==> src/rtl/bin_bcd_seg_seq.sv <==
// Iterative double-dabble binary-to-BCD converter with 7-segment outputs.
// One input bit per clock; the results update only when done pulses.
module bin_bcd_seg_seq #(
    parameter int IN       = 8,
    parameter int DIGITS   = 3,
    parameter int BLANK_LZ = 1
) (
    input  logic                  clk,
    input  logic                  rst,
    input  logic                  start,
    input  logic [IN-1:0]         bin_in,
    output logic                  busy,
    output logic                  done,
    output logic                  overflow,
    output logic [4*DIGITS-1:0]   bcd_out,
    output logic [7*DIGITS-1:0]   seg_out
);

    localparam int BW = 4 * DIGITS;
    localparam int CW = $clog2(IN + 1);
    localparam logic [CW-1:0] LAST = CW'(IN - 1);

    // 10^n, saturated at 2^IN so the compare stays IN+1 bits wide
    function automatic logic [IN:0] pow10_sat(input int n);
        logic [IN:0]   sat;
        logic [IN:0]   v;
        logic [IN+4:0] w;
        sat = '0;
        sat[IN] = 1'b1;
        v = '0;
        v[0] = 1'b1;
        for (int i = 0; i < n; i++) begin
            w = {4'd0, v} * 10;
            if (w >= {4'd0, sat}) v = sat;
            else v = w[IN:0];
        end
        return v;
    endfunction

    localparam logic [IN:0] LIM = pow10_sat(DIGITS);

    function automatic logic [6:0] seg7(input logic [3:0] d);
        logic [6:0] s;
        unique case (d)
            4'd0:    s = 7'b0000001;
            4'd1:    s = 7'b1001111;
            4'd2:    s = 7'b0010010;
            4'd3:    s = 7'b0000110;
            4'd4:    s = 7'b1001100;
            4'd5:    s = 7'b0100100;
            4'd6:    s = 7'b0100000;
            4'd7:    s = 7'b0001111;
            4'd8:    s = 7'b0000000;
            4'd9:    s = 7'b0000100;
            default: s = 7'b1111111;
        endcase
        return s;
    endfunction

    typedef enum logic {IDLE, SHIFT} state_t;

    state_t           state;
    logic [IN-1:0]    sh;
    logic [BW-1:0]    acc;
    logic [CW-1:0]    cnt;
    logic             ovf_pend;

    logic [BW-1:0]    adj;
    logic [BW+IN-1:0] cat;
    logic [BW-1:0]    acc_n;
    logic [IN-1:0]    sh_n;
    logic [7*DIGITS-1:0] seg_n;
    logic [3:0]       d;
    logic             nz;

    always_comb begin
        adj = acc;
        for (int k = 0; k < DIGITS; k++) begin
            if (acc[4*k+:4] >= 4'd5) adj[4*k+:4] = acc[4*k+:4] + 4'd3;
        end
        cat   = {adj, sh} << 1;
        acc_n = cat[BW+IN-1:IN];
        sh_n  = cat[IN-1:0];
        // Blank from the top down until the first nonzero digit
        seg_n = '0;
        nz    = 1'b0;
        d     = '0;
        for (int k = DIGITS - 1; k >= 0; k--) begin
            d  = acc_n[4*k+:4];
            nz = nz | (d != 4'd0);
            if (BLANK_LZ != 0 && !ovf_pend && !nz && k != 0)
                seg_n[7*k+:7] = 7'b1111111;
            else
                seg_n[7*k+:7] = seg7(d);
        end
    end

    always_ff @(posedge clk or negedge rst) begin
        if (!rst) begin
            state    <= IDLE;
            busy     <= 1'b0;
            done     <= 1'b0;
            overflow <= 1'b0;
            bcd_out  <= '0;
            sh       <= '0;
            acc      <= '0;
            cnt      <= '0;
            ovf_pend <= 1'b0;
            for (int k = 0; k < DIGITS; k++) begin
                seg_out[7*k+:7] <= (k == 0 || BLANK_LZ == 0) ?
                                   7'b0000001 : 7'b1111111;
            end
        end else begin
            done <= 1'b0;
            case (state)
                IDLE: begin
                    if (start) begin
                        sh       <= bin_in;
                        acc      <= '0;
                        cnt      <= '0;
                        ovf_pend <= ({1'b0, bin_in} >= LIM);
                        busy     <= 1'b1;
                        state    <= SHIFT;
                    end
                end
                SHIFT: begin
                    acc <= acc_n;
                    sh  <= sh_n;
                    cnt <= cnt + 1'b1;
                    if (cnt == LAST) begin
                        bcd_out  <= acc_n;
                        seg_out  <= seg_n;
                        overflow <= ovf_pend;
                        done     <= 1'b1;
                        busy     <= 1'b0;
                        state    <= IDLE;
                    end
                end
                default: state <= IDLE;
            endcase
        end
    end

endmodule

==> config.mk <==
export PLATFORM = sky130hd
export DESIGN_NAME = bin_bcd_seg_seq
export DESIGN_NICKNAME = d
export VERILOG_FILES = /design/src/rtl/bin_bcd_seg_seq.sv
export SDC_FILE = /design/constraint.sdc
export NUM_CORES = 1
export LEC_CHECK = 0
export BUFFER_PORTS_ARGS = -buffer_cell sky130_fd_sc_hd__buf_4
export CAP_MARGIN = 30
export CORE_AREA = 2 2 91 93
export DETAILED_ROUTE_END_ITERATION = 12
export DIE_AREA = 0 0 93 95
export PLACE_DENSITY = 0.62
export SLEW_MARGIN = 40
export SYNTH_ARGS = -nofsm -noshare
export SYNTH_HDL_FRONTEND = slang
export SYNTH_SLANG_ARGS = --single-unit
==> constraint.sdc <==
create_clock -name clk -period 2.95 [get_ports clk]
set_clock_uncertainty 0.15 [all_clocks]
set_input_delay 0 -clock clk [delete_from_list [all_inputs] [get_ports clk]]
set_output_delay 0 -clock clk [all_outputs]
set_load 0.005 [all_outputs]
Word level (Yosys, flattened, before mapping)
Memories as Yosys holds them, arrays and structs flattened. A register that Yosys moved wholly into a read port is not among the register bits.
Cells that the tools add are included.
Widths: inputs -> output; s select.
{"block": "word_totals", "reg_bits": 60, "rom_bits": 336, "in_bits": 11, "out_inout_bits": 36, "memories": 3}
{"block": "classes", "addsub": 4, "order_cmp": 3, "n_eq_ne": 3, "n_mux": 19, "bitwise": 2, "n_reduce_logical": 5}
{"memory": "(name not given)", "words": 16, "word_bits": 7, "read_ports": 1, "rd_ports_with_merged_regs": 0, "write_ports": 0, "line_no": "44", "rtl": "unique case (d)"}
{"memory": "(name not given)", "words": 16, "word_bits": 7, "read_ports": 1, "rd_ports_with_merged_regs": 0, "write_ports": 0, "line_no": "44"}
{"memory": "(name not given)", "words": 16, "word_bits": 7, "read_ports": 1, "rd_ports_with_merged_regs": 1, "write_ports": 0, "line_no": "44"}
{"op": "$pmux 12 s2", "n": 1}
{"op": "$pmux 8 s2", "n": 1}
{"op": "$mux 7", "n": 2}
{"op": "$ge 4x3->1 const B", "n": 3}
{"op": "$mux 12", "n": 1}
{"op": "$mux 4", "n": 3}
{"op": "$add 4x2->4 const B", "n": 2}
{"op": "$mux 8", "n": 1}
{"op": "$pmux 4 s2", "n": 1}
{"op": "$reduce_bool 4->1", "n": 2}
{"op": "$mux 1", "n": 6}
{"op": "$add 4x1->4 const B", "n": 1}
{"op": "$eq 4x3->1 const B", "n": 1}
{"op": "$pmux 1 s2", "n": 2}
{"op": "$reduce_and 2->1", "n": 2}
{"op": "$add 3x2->3 const B", "n": 1}
{"op": "$mux 3", "n": 1}
{"op": "$ne 2x1->1 const B", "n": 1}
{"op": "$ne 2x2->1 const B", "n": 1}
{"op": "$logic_not 1->1", "n": 1}
{"op": "$not 1->1", "n": 1}
{"op": "$or 1x1->1", "n": 1}

Depth between registers and ports, before layout
{"block": "depth", "word_depth": 5, "ltp_mapped": 11, "ltp_nobuf": 11}

Worst setup path after synthesis
No wires, ideal clock.
{"block": "synth_timing", "kind": "register to register", "from": "register acc[4]", "to": "register seg_out[14]", "setup_time_ns": 0.089, "arrival_ns": 2.123, "setup_slack_ns": 0.588, "stages_incl_launch_ff": 10, "path_cell_list": "dfrtp_1 > ha_1 > nand2b_2 > nor2b_1 > mux2i_1 > inv_1 > ha_1 > mux2_4 > a31oi_1 > nand3_1"}
{"block": "synth_between", "elab_chain_len": 4, "word_cells_on_any_way": 6, "cone_classes": "add/sub: 1; order compare: 1; mux: 2; reduce/logical: 1; memory: 1"}
{"item": "start: declaration", "line_no": "64", "rtl": "logic [BW-1:0] acc;"}
{"item": "start signal: assignment", "line_no": "127", "rtl": "acc <= acc_n;"}
{"item": "$add 4x2->4 or $ge 4x3->1 (tied branches)", "line_no": "79", "rtl": "if (acc[4*k+:4] >= 4'd5) adj[4*k+:4] = acc[4*k+:4] + 4'd3;"}
{"item": "$mux 4 (*)", "line_no": "79"}
{"item": "named net acc_n[8]", "line_no": "70", "rtl": "logic [BW-1:0] acc_n;"}
{"item": "$mem_v2 16x7 or $reduce_bool 4->1 (tied branches)"}
{"item": "$mux 7 (*)", "line_no": "91", "rtl": "if (BLANK_LZ != 0 && !ovf_pend && !nz && k != 0)"}
{"item": "end signal: indexed assignment", "line_no": "110", "rtl": "seg_out[7*k+:7] <= (k == 0 || BLANK_LZ == 0) ?"}
{"item": "end signal: assignment", "line_no": "132", "rtl": "seg_out <= seg_n;"}
{"item": "end: declaration", "line_no": "16", "rtl": "output logic [7*DIGITS-1:0] seg_out"}
Mark *: on every way through the listed nets, which the timed path passes. The rest lies on a longest branch.
A chain may end at the register's enable or synchronous reset.

Worst setup path in the final report
{"block": "layout_timing", "from": "register acc[4]", "to": "register seg_out[7]"}
{"block": "layout_between", "elab_chain_len": 5, "word_cells_on_any_way": 8, "cone_classes": "add/sub: 1; order compare: 1; mux: 2; bitwise: 1; reduce/logical: 2; memory: 1"}
{"item": "$add 4x2->4 or $ge 4x3->1 (tied branches)", "line_no": "79"}
{"item": "$mux 4 (*)", "line_no": "79"}
{"item": "branches (longest 2 deep; another with $mem_v2 16x7)"}
{"item": "$mux 7 (*)", "line_no": "91"}
Mark *: on every way between the ends.

==> impl_metrics.yaml <==
outcome:
  status: "finished clean"
synth:
  synth.net_count: 364
  yosysSeqAreaShare: 0.469
  yosysMostFrequentCell: "nand2_1"
  synth_mux_area_frac: 0.0664
  synthSimpleGateAreaFrac: 0.150
  synth_compound_area_frac: 0.177
  synthTopCellsByArea: "dfrtp_1 (35%), dfstp_2 (12%), ha_1 (7.7%)"
  yosysTopAreaCell: "dfrtp_1"
  synth_ff_type: "dfrtp_1"
  synth_edf_count: 0
  yosys_warnings: 0
  synthAdderAreaFrac: 0.0772
  synth_seq_cells: 60
  synth_top_area_frac: 0.347
  synth.distinct_cells: 54
  syn_area_sq_um: 3240
  synth_xor_area_frac: 0.0158
  avgSynthCellArea_sq_um: 9.74
  yosys-top-cells-count: "nand2_1 (62), dfrtp_1 (45), o21ai_0 (23)"
  synth_top_family_by_area: "compound AO/OA/AOI/OAI gates"
  async_flop_share: 1.00
  syn_inst: 333
sta:
  worst_slew_margin_rel: 0.538
  report.final.slew_viol_count: 0
  post-route-min-period_ns: 2.61
  fmax_ghz: 0.383
  worst_slew_pin_slew_ns: 0.680
  final.setup.tns_ns: 0
  fin_crit_sh: 0.886
  finalSetupViolations: 0
  hold_ws_ns: 0.0558
  hold_viol_final: 0
  rsz0062_at_grt: "no"
critical_path:
  required_ns: 3.06
  crit_path_end_kind: "flop"
  r2r_slack_ns: 0.34
  crit_start: "acc[4]"
  critPathMaxFanout: 7
  arrival_ns: 2.72
  r2r-start: "acc[4]"
  r2r_cells: 9
  r2r_end: "seg_out[7]"
  critical_path_class: "flop to flop"
  cp-start-kind: "flop"
route:
  dr_total_vias: 2573
  wl_met3_microns: 244
  routed_wl_microns: 6880
  route.detailed.drc: 0
  top_layer: "met4"
  first_iter_violations: 101
  drt-met1-wl_microns: 3400
  wl_met2_microns: 3110
  drt-pass1-iter-count: 4
  ant_nets: 0
  vias_per_cell: 5.14
  wire_per_inst_microns: 13.7
flow_run:
  max_cap_viol_count: 0
cts:
  htreeDepth: 3
  cts_buffer_depth: 2
  cts-root-buf: "clkbuf_8"
  clock_sinks: 60
  post_cts_buffers: 0
  path_clk_slew_ns: 0.07
  cts_tree: "done"
  clk-insertion-delay-late_ns: 0.34
  tritoncts.num_buffers: 9
cells_and_area:
  n_antenna_cell: 0
  drive_gt1_frac: 0.242
  area_delta_synth_final_pct: 23.5
  fin_nets: 422
pwr:
  power.density_nw_per_um2: 1300
  power.share.clock: 0.143
  p_seq_frac: 0.298
  power_leakage_nw: 1.82
  netSwitchingFraction: 0.420
  ir_worst_vdd_mv: 0.398
  p_int_mw: 3.01
  p_switching_mw: 2.18
  combinationalPowerShare: 0.559
floorplanning:
  dieHeight_microns: 95
  core_sq_um: 7930
  dieArea_sq_um: 8840
  io_pins: 47
  die_w_microns: 93
  initial_core_util: 0.409
  row_count: 33
global_route:
  grt_first_pass_wirelength_microns: 12000
  gr-total-overflow: 0
  grt_pass1_vias: 2514
  grt.total_usage: 0.174
  grt_max_degree: 61
  antenna_found_initial: 0
worst_hold_path:
  hp-class: "primary input to async pin"
place:
  portBuffers: 45
  dp_hpwl_microns: 4580
  place_congestion: 0.792
[area by class of cell]
cell class | instances | area, sq um
tap | 105 | 131
fill | 756 | 3920
timing repair buffer | 63 | 509
clock inverter | 2 | 35.0
sequential | 60 | 1520
clock buffer | 14 | 163
multi-input combinational | 241 | 1590
inverter | 16 | 60.1
[kinds of logic (layout without fill, tap and decap cells)]
family	after synthesis	in the layout
and+or+nand+nor	110	110
AOI/OAI and AO/OA	86	86
DFF	60	60
buffers and inverters	32	95
adders and majority gates	20	20
muxes	19	19
xor gates and xnor gates	5	5
other	1	1
[worst max path at each step]
stage | end | slack (ns) | cells past startpoint
2_1_floorplan | seg_out[14] | 0.59 | 9
3_3_place_gp | seg_out[7] | 0.44 | 9
3_5_place_dp | seg_out[7] | 0.27 | 9
4_1_cts | seg_out[7] | 0.24 | 9
5_1_grt | seg_out[7] | 0.11 | 10
6_report | seg_out[7] | 0.34 | 9
[metal layers]
metal / up-vias / GRT usage
met5: - / 0
met4: 0 / 0.0784
met3: 13 / 0.0367
met2: 45 / 0.265
met1: 1240 / 0.239
li1: 1275 / -
[critical path, stage by stage (launching register included)]
cell      delay [ns]
dfrtp_1         0.46
ha_1            0.25
nand2b_2        0.20
nor2b_1         0.14
mux2i_2         0.31
ha_1            0.37
nand4_1         0.24
o21ai_1         0.18
nand2_1         0.12
o211ai_1        0.11
[state kept, by name, indices dropped and copies added, names as in the netlist]
name,count
acc,12
bcd_out,12
busy,1
cnt,4
done,1
seg_out,21
sh,8
state,1
[cells in the final DEF (no fill, tap or decap), drive strengths merged, types with 2 or more instances in the layout]
cell type and count:
nor2b 2, dlygate4sd3 13, o31ai 9, nand2 62
inv 14, clkinv 3, mux2i 14, buf 50
nand2b 4, nand3 9, a21oi 16, o21ai 27
clkbuf 14, a31oi 2, mux2 5, nor2 19
xnor2 4, o22a 2, a211oi 3, nor3 3
o211ai 8, nor4 2, dfrtp 45, a22o 2
nor3b 2, dfstp 15, o21a 4, nand3b 3
ha 20, o22ai 7
[power groups by stage]
| stage | sequential (mW) | clock (mW) | combinational, mW |
|---|---|---|---|
| final | 1.54 | 0.744 | 2.90 |
| after global routing | 1.60 | 0.805 | 3.28 |
| after CTS | 1.55 | 0.768 | 2.90 |
| after detailed placement | 1.56 | 0 | 2.86 |
| after global placement | 1.54 | 0 | 2.80 |
| after floorplan | 1.52 | 0 | 2.05 |
[metrics by stage]
step / total power, mW / worst slack [ns] / cell area [sq um] / util / std cells
after global routing: 5.69 / 0.112 / 4010 / 0.505 / 501
after global placement: 4.34 / 0.441 / 3670 / 0.463 / 472
after detailed placement: 4.42 / 0.266 / 3670 / 0.463 / 472
after floorplan: 3.57 / 0.588 / 3240 / - / 333
final: 5.19 / 0.337 / 4010 / 0.505 / 501
after CTS: 5.21 / 0.241 / 4000 / 0.504 / 501
[what timing repair did]
item,CTS,global route
endpoints found under the hold margin,67,0
setup endpoints to repair,0,4
hold buffers,13,0
gates resized for setup,0,1
Note: power is estimated with default switching activity, not from simulation.
